File: src/rtl/divider_share_ctrl.sv
// -----------------------------------------------------------------------------
// divider_share_ctrl
//
// Time-shares one non-restoring divide iteration unit between two requesters.
// A round-robin arbiter picks a requester while idle, the operands are loaded,
// one quotient bit is produced per cycle, the remainder gets its final
// correction, and the result (quotient, remainder, requester id) is returned
// over a valid/ready port.
//
// Parameters
//   DW  dividend / quotient / remainder width
//   VW  divisor width (VW <= DW)
//
// Ports
//   clk        clock, all logic on the rising edge
//   rst        synchronous active-high reset; aborts any operation in flight
//   req_valid  per-requester request valid (bit i = requester i)
//   req_ready  per-requester accept, one-hot or zero, combinational in IDLE
//   req_a      dividends, requester i at [i*DW +: DW]
//   req_b      divisors,  requester i at [i*VW +: VW]
//   out_valid  result valid
//   out_ready  result consumer ready
//   out_quot   quotient
//   out_rem    remainder, always in 0..B-1 (B = 0 gives rem = A)
//   out_id     requester index of the result
//   out_div0   divisor was zero (only with DIVZERO_DETECT_EN, else 0)
//   busy       high in every state except IDLE
//
// Build option
//   DIVZERO_DETECT_EN  when defined, a zero divisor bypasses the iterations
//                      and the result is presented on the accepting edge with
//                      out_div0 set. When undefined, a zero divisor runs the
//                      normal iterations (quot = all ones, rem = A) and
//                      out_div0 stays 0.
// -----------------------------------------------------------------------------
module divider_share_ctrl #(
   parameter int DW = 4,
   parameter int VW = 2
) (
   input  logic              clk,
   input  logic              rst,
   input  logic [1:0]        req_valid,
   output logic [1:0]        req_ready,
   input  logic [2*DW-1:0]   req_a,
   input  logic [2*VW-1:0]   req_b,
   output logic              out_valid,
   input  logic              out_ready,
   output logic [DW-1:0]     out_quot,
   output logic [DW-1:0]     out_rem,
   output logic              out_id,
   output logic              out_div0,
   output logic              busy
);

   typedef enum logic [1:0] {
      IDLE,
      CALC,
      FIX,
      DONE
   } state_t;

   localparam int CW = (DW > 1) ? $clog2(DW) : 1;

   // ---------------------------------------------------------------------------
   // State
   // ---------------------------------------------------------------------------
   state_t          state, state_nxt;
   logic            last, last_nxt;        // requester granted most recently
   logic [DW-1:0]   q, q_nxt;              // dividend bits out, quotient bits in
   logic [VW-1:0]   b, b_nxt;              // latched divisor
   logic [DW:0]     p, p_nxt;              // partial remainder, two's complement
   logic [CW-1:0]   cnt, cnt_nxt;          // iteration counter
   logic            id, id_nxt;            // requester of the operation in flight
   logic            valid_nxt;
   logic [DW-1:0]   quot_nxt, rem_nxt;
   logic            oid_nxt;
   logic            div0_q, div0_nxt;

   // ---------------------------------------------------------------------------
   // Round-robin arbitration (only meaningful in IDLE)
   // ---------------------------------------------------------------------------
   logic            gnt;
   logic            accept;
   logic [DW-1:0]   a_sel;
   logic [VW-1:0]   b_sel;

   always_comb begin
      // When both request, favour the one that was not served last.
      gnt = 1'b0;
      if (req_valid == 2'b11) gnt = ~last;
      else                    gnt = req_valid[1];
   end

   assign req_ready = (state == IDLE && req_valid != 2'b00) ?
                      (gnt ? 2'b10 : 2'b01) : 2'b00;
   assign accept    = |(req_valid & req_ready);
   assign a_sel     = gnt ? req_a[2*DW-1:DW] : req_a[DW-1:0];
   assign b_sel     = gnt ? req_b[2*VW-1:VW] : req_b[VW-1:0];

   // ---------------------------------------------------------------------------
   // Non-restoring iteration datapath
   // ---------------------------------------------------------------------------
   // P needs DW+1 bits: 2P + next bit can reach 2B-1 while B is up to 2^VW-1,
   // and with B = 0 it accumulates the whole dividend, so DW bits overflow.
   logic [DW:0]     b_ext;
   logic [DW:0]     p_shift;
   logic [DW:0]     p_step;
   logic [DW:0]     p_fix;

   assign b_ext   = {{(DW+1-VW){1'b0}}, b};
   assign p_shift = {p[DW-1:0], q[DW-1]};
   assign p_step  = p[DW] ? (p_shift + b_ext) : (p_shift - b_ext);
   assign p_fix   = p[DW] ? (p + b_ext) : p;

   assign busy     = (state != IDLE);
   assign out_div0 = div0_q;

   // ---------------------------------------------------------------------------
   // Next-state and next-register logic
   // ---------------------------------------------------------------------------
   always_comb begin
      // NOTE: every signal written here is given its hold value first, so no
      // path through the case leaves one unassigned and no latch is inferred.
      state_nxt = state;
      last_nxt  = last;
      q_nxt     = q;
      b_nxt     = b;
      p_nxt     = p;
      cnt_nxt   = cnt;
      id_nxt    = id;
      valid_nxt = out_valid;
      quot_nxt  = out_quot;
      rem_nxt   = out_rem;
      oid_nxt   = out_id;
      div0_nxt  = div0_q;

      case (state)
         IDLE: begin
            if (accept) begin
               q_nxt     = a_sel;
               b_nxt     = b_sel;
               id_nxt    = gnt;
               last_nxt  = gnt;
               p_nxt     = '0;
               cnt_nxt   = '0;
               state_nxt = CALC;
`ifdef DIVZERO_DETECT_EN
               // Zero divisor: answer immediately instead of iterating.
               if (b_sel == '0) begin
                  quot_nxt  = '1;
                  rem_nxt   = a_sel;
                  oid_nxt   = gnt;
                  div0_nxt  = 1'b1;
                  valid_nxt = 1'b1;
                  state_nxt = DONE;
               end
`endif
            end
         end

         CALC: begin
            p_nxt   = p_step;
            q_nxt   = {q[DW-2:0], ~p_step[DW]};
            cnt_nxt = cnt + CW'(1);
            if (cnt == CW'(DW-1)) state_nxt = FIX;
         end

         FIX: begin
            // A negative final partial remainder is one divisor short.
            p_nxt     = p_fix;
            quot_nxt  = q;
            rem_nxt   = p_fix[DW-1:0];
            oid_nxt   = id;
            div0_nxt  = 1'b0;
            valid_nxt = 1'b1;
            state_nxt = DONE;
         end

         DONE: begin
            // Outputs hold until the consumer takes them; req_ready stays low
            // here, so no request is accepted on the handoff edge.
            if (out_ready) begin
               valid_nxt = 1'b0;
               div0_nxt  = 1'b0;
               state_nxt = IDLE;
            end
         end

         default: state_nxt = IDLE;
      endcase
   end

   // ---------------------------------------------------------------------------
   // Registers
   // ---------------------------------------------------------------------------
   always_ff @(posedge clk) begin
      // NOTE: state is updated with non-blocking assignments so every register
      // samples the pre-edge values, independent of statement order.
      if (rst) begin
         state     <= IDLE;
         last      <= 1'b1;
         q         <= '0;
         b         <= '0;
         p         <= '0;
         cnt       <= '0;
         id        <= 1'b0;
         out_valid <= 1'b0;
         out_quot  <= '0;
         out_rem   <= '0;
         out_id    <= 1'b0;
         div0_q    <= 1'b0;
      end else begin
         state     <= state_nxt;
         last      <= last_nxt;
         q         <= q_nxt;
         b         <= b_nxt;
         p         <= p_nxt;
         cnt       <= cnt_nxt;
         id        <= id_nxt;
         out_valid <= valid_nxt;
         out_quot  <= quot_nxt;
         out_rem   <= rem_nxt;
         out_id    <= oid_nxt;
         div0_q    <= div0_nxt;
      end
   end

endmodule
File: config.mk
export PLATFORM = sky130hd
export DESIGN_NAME = divider_share_ctrl
export DESIGN_NICKNAME = d
export VERILOG_FILES = /design/src/rtl/divider_share_ctrl.sv
export SDC_FILE = /design/constraint.sdc
export NUM_CORES = 1
export LEC_CHECK = 0
export ABC_AREA = 1
export CELL_PAD_IN_SITES_DETAIL_PLACEMENT = 1
export CELL_PAD_IN_SITES_GLOBAL_PLACEMENT = 1
export CORE_ASPECT_RATIO = 0.75
export CORE_UTILIZATION = 35
export CTS_CLUSTER_SIZE = 25
export DETAILED_ROUTE_END_ITERATION = 6
export DONT_BUFFER_PORTS = 1
export PLACE_DENSITY = 0.59
export SLEW_MARGIN = 20
export SYNTH_ARGS = -nofsm -noshare
export SYNTH_HDL_FRONTEND = slang
export SYNTH_SLANG_ARGS = --single-unit
export TNS_END_PERCENT = 1
File: constraint.sdc
create_clock -name clk -period 3.47 [get_ports clk]
set_clock_uncertainty 0.1 [all_clocks]
set_input_delay 0.8675 -clock clk [delete_from_list [all_inputs] [get_ports clk]]
set_output_delay 0.8675 -clock clk [all_outputs]
set_load 0.05 [all_outputs]
== After elaboration in Yosys (flattened, before gate mapping) ==
Index checks and enable logic that the tools add are counted.
W data, S select, Z words.

* Register bits: 28
* Output and inout bits: 14
* Logic and storage cells: 60

* $add $sub $neg: 4
* Equality and inequality tests: 8
* Mux-type cells: 20
* Bitwise operators: 3
* Reductions and logical operators: 13

{| class="wikitable"
|+ Operators by type and width
! kind !! number
|-
| $mux W5 || 3
|-
| $pmux W5 S3 || 1
|-
| $mux W2 || 7
|-
| $add A5 B2 Y5 || 2
|-
| $eq A2 B2 Y1 const B || 4
|-
| $mux W4 || 2
|-
| $pmux W2 S4 || 1
|-
| $pmux W4 S2 || 1
|-
| $reduce_and A2 Y1 || 4
|-
| $reduce_bool A2 Y1 || 4
|-
| $ne A2 B2 Y1 const B || 3
|-
| $sub A5 B2 Y5 || 1
|-
| $pmux W1 S2 || 2
|-
| $pmux W2 S2 || 1
|-
| $reduce_and A3 Y1 || 1
|-
| $reduce_bool A3 Y1 || 1
|-
| $add A2 B1 Y2 const B || 1
|-
| $and A2 B2 Y2 || 1
|-
| $eq A2 B1 Y1 const B || 1
|-
| $logic_not A2 Y1 || 1
|-
| $mux W1 || 2
|-
| $not A1 Y1 || 2
|-
| $reduce_or A2 Y1 || 1
|-
| $logic_and A1 B1 Y1 || 1
|}

== Depth between registers and ports, before layout ==
* Depth after elaboration: 8
* Mapped depth: 12
* Gate-level depth less buffers: 12

== Worst setup path after synthesis ==
No wires, ideal clock.

* Kind: input to output
* From: in req_valid[1]
* To: out req_ready[0]
* Arrival: 1.803 ns
* Slack: 0.699 ns
* Cell stages on the path: 4
* Path buffers: 0
* Path through: inv_2 a21oi_2 inv_1 nor2_1

* Longest elaborated chain between the ends: 4

{| class="wikitable"
|+ RTL lines
! what !! RTL line !! text
|-
| from (decl) || 42 || <nowiki>input logic [1:0] req_valid,</nowiki>
|-
| $eq A2 B2 Y1 || 90 || <nowiki>if (req_valid == 2'b11) gnt = ~last;</nowiki>
|-
| $mux W1 || 90 ||
|-
| $mux W2 || 95 || <nowiki>(gnt ? 2'b10 : 2'b01) : 2'b00;</nowiki>
|-
| $mux W2 * || 94 || <nowiki>assign req_ready = (state == IDLE && req_valid != 2'b00) ?</nowiki>
|-
| to (decl) || 43 || <nowiki>output logic [1:0] req_ready,</nowiki>
|}

Mark *: on every way between the ends. The rest lies on a longest branch, timed or not.

== Worst setup path after layout ==
* From: reg state[0]
* To: out req_ready[0]

* Longest elaborated chain between the ends: 3

{| class="wikitable"
|+ RTL lines
! what !! RTL line !! text
|-
| from (decl) || 67 || <nowiki>state_t state, state_nxt;</nowiki>
|-
| from (signal assigned) || 213 || <nowiki>state <= state_nxt;</nowiki>
|-
| $logic_not A2 Y1 || 94 ||
|-
| $logic_and A1 B1 Y1 || 94 ||
|-
| $mux W2 || 94 ||
|}

No other way between the ends.

==> summary.txt <==
Final non-filler cell total: 267
Worst flop-to-flop path startpoint: b[0]$_SDFFE_PP0P_
Detailed Route Iter0 Violations: 32
Peak per-stage delay on the critical path: 0.34 ns
Count of standard-cell rows: 20
CTS tree: done
Wire length on met3: 288 um
Maximum vdd ir drop: 405 uV
Average size of a mapped cell: 7.47 um^2
Crit path cell chain: inv_1 > ha_1 > inv_2 > a21oi_2 > inv_1 > nor2_1 > buf_4
Smallest hold slack: 0.367 ns
Final number of setup-violating endpoints: 0
Hold buffers post-CTS: 0
Cell count of the worst hold path: 2
GP Congestion: 0.786
Die X: 80.2 um
Required time at the endpoint of the critical path: 2.50 ns
Power, Total: 1350 uW
Global routing usage summed across all routing layers: 19.7%
Clock Tree Root: clkbuf_8
Post-route antenna net violation count: 0
Clock slew seen by the registers of the worst setup and hold paths: 0.10 ns
Slowest cell on the critical path: dfxtp_1
Logic depth of the worst register-to-register path: 11
Worst EP arrival: 1.83 ns
Area growth, synth to finish: 4.99%
Vias post-DR: 1398
Number of buffers added on ports: 0
Setup crit start kind: flip-flop
Standard cell core area: 4230 um^2
Highest signal layer in the routed design: met4
Number of flip-flops and latches in the synthesized netlist: 27
CP endpoint kind: output port
Fmax: 357 MHz
Hold WC Path Type: reg -> reg
Final hold violations: 0
Critical path endpoint: req_ready[0]
Post-CTS Setup Bufs: 0
Sum of routed wire length over all layers: 4200 um
Average via count per standard cell: 5.24
CTS H-Tree Depth: 1
Yosys warnings: 0
Die height: 60.7 um
I/O pin count: 31
Outcome: completed
Max-slew headroom at the worst pin: 60.7%
Most frequent CP cell: inv_1
Clock insertion delay at the later pin of the skew report: 0.27 ns
Critical path peak fanout: 5
Number of sinks driven by the clock tree: 27
Maximum number of pins on one net before global-route repair: 17
GR Overflow Total: 0
Library cells used by synthesis: 32
Beginning of the critical path: state[0]$_SDFFE_PP0P_
Placed cell count: 263
Diode insertion count for antenna repair: 0
Post-cts repair resize count: 0
Number of design rule violations left after detail routing: 0
Vias in the first global route: 1438
Die outline area: 4860 um^2
Core Util, Final: 39.9%
Fin. max-slew vios: 0
Max capacitance violation total: 0
Area of the mapped netlist: 1610 um^2
Wire length of the first global-routing pass: 7020 um
Post-Route M1 WL: 2150 um
Number of clock buffers inserted by TritonCTS: 3
Initial core utilization: 38.0%
PD cells: 803 nW/um^2
RSZ-0062 raised after global routing: false
Count of TritonRoute iterations in the first routing pass: 4
Fraction of layout instances using a drive strength above 1: 10.4%
Critical path class: reg -> out
Met2 wire len: 1740 um
Shortest period the worst path allows: 2.80 ns
Reported leakage power: 0.000726 uW
FF-to-FF setup slack: 1.33 ns
Net Count, Synth: 247
Number of buffers on the longest clock path: 2
Antenna violations before repair: 0
Total Nets Final: 245
Dominant register cell in the synthesized netlist: dfxtp_1
Endpoint of the worst register-to-register path: q[0]$_SDFFE_PP0P_
Final HPWL DP: 3410 um
EDFF count, synth: 0
Proportion of synthesized chip area in sequential cells: 33.7%
Post-route clock period utilization: 80.6%
Number of instances in the synthesized netlist: 215
Async set-or-reset flop fraction in the synthesized netlist: 0%
Setup total negative slack: 0 ns
Tightest Pin Transition: 0.588 ns
WL per Instance: 15.7 um
layout by cell type (no fill, tap or decap), types with 2 or more instances in the layout:
master | netlist | routed
a21oi_1 | 26 | 26
clkbuf_8 | 0 | 3
dfxtp_1 | 27 | 27
fa_1 | 2 | 2
ha_1 | 13 | 13
inv_1 | 22 | 22
inv_2 | 5 | 5
nand2_1 | 40 | 40
nand3_1 | 14 | 14
nand4_1 | 2 | 2
nor2_1 | 14 | 14
o211ai_1 | 3 | 3
o21ai_0 | 13 | 13
o21ai_1 | 6 | 6
o21bai_1 | 3 | 3
or2_2 | 3 | 3
kinds of logic after synthesis:
kind of cell               synth area share, %
xor gates and xnor gates                 0.546
buffers and inverters                     8.96
adders and majority gates                 12.6
AOI/OAI and AO/OA                         20.6
DFF                                       33.7
other                                    0.234
and+or+nand+nor                           23.4
through the flow:
step / cell area [um^2] / setup WS, ns
after floorplan: 1610 / 0.699
after global placement: 1640 / 0.825
after detailed placement: 1640 / 0.785
after CTS: 1690 / 0.639
after global routing: 1690 / 0.511
final: 1690 / 0.672
final cells by class:
| type | instances | area (um^2) |
|---|---|---|
| Fill cell | 532 | 2540 |
| Multi-Input combinational cell | 153 | 921 |
| Sequential cell | 27 | 541 |
| Inverter | 27 | 101 |
| Tap cell | 55 | 68.8 |
| Clock buffer | 3 | 41.3 |
| Timing Repair Buffer | 1 | 7.51 |
| Clock inverter | 1 | 5.00 |
report_power, final:
part / internal, uW / switching (uW)
Clock: 80.5 / 101
Combinational: 199 / 418
Sequential: 390 / 164
Total: 670 / 683
critical path, delay by kind of cell, from the launching register on:
family                   cells  cell delay, ns
AO/OA/AOI/OAI                1            0.19
buffers and inverters        4            0.64
AND/OR/NAND/NOR              1            0.10
flip-flops                   1            0.34
adder cells (fa/ha/maj)      1            0.30
cells in the mapped netlist (2+ instances only):
cell type,number,area [um^2]
nand2_1,40,150
dfxtp_1,27,541
a21oi_1,26,130
inv_1,22,82.6
nand3_1,14,70.1
nor2_1,14,52.6
ha_1,13,163
o21ai_0,13,65.1
o21ai_1,6,30.0
inv_2,5,18.8
buf_2,4,20.0
o211ai_1,3,22.5
o21bai_1,3,22.5
or2_2,3,18.8
buf_4,2,15.0
clkbuf_1,2,7.51
fa_1,2,40.0
nand4_1,2,12.5
flip-flops by register name, indices dropped and copies added, names as in the netlist:
name and flops:
p 5, out_quot 4, out_rem 4, q 4, b 2, cnt 2, state 2, id 1
last 1, out_id 1, out_valid 1
routing by layer:
layer	vias to the layer above	global-route usage [%]
met2	38	32.7
met1	659	26.5
met5	-	0
met3	2	5.56
li1	699	-
met4	0	2.30
worst min-delay path by stage:
stage / from / to / slack, ns
after global placement: cnt[1]$_SDFFE_PP0P_ / cnt[1]$_SDFFE_PP0P_ / 0.35
after floorplan: cnt[1]$_SDFFE_PP0P_ / cnt[1]$_SDFFE_PP0P_ / 0.34
after global routing: cnt[1]$_SDFFE_PP0P_ / cnt[1]$_SDFFE_PP0P_ / 0.40
after detailed placement: cnt[1]$_SDFFE_PP0P_ / cnt[1]$_SDFFE_PP0P_ / 0.36
final: cnt[1]$_SDFFE_PP0P_ / cnt[1]$_SDFFE_PP0P_ / 0.37
after CTS: cnt[1]$_SDFFE_PP0P_ / cnt[1]$_SDFFE_PP0P_ / 0.37
Power figures use the tool's default switching activity.
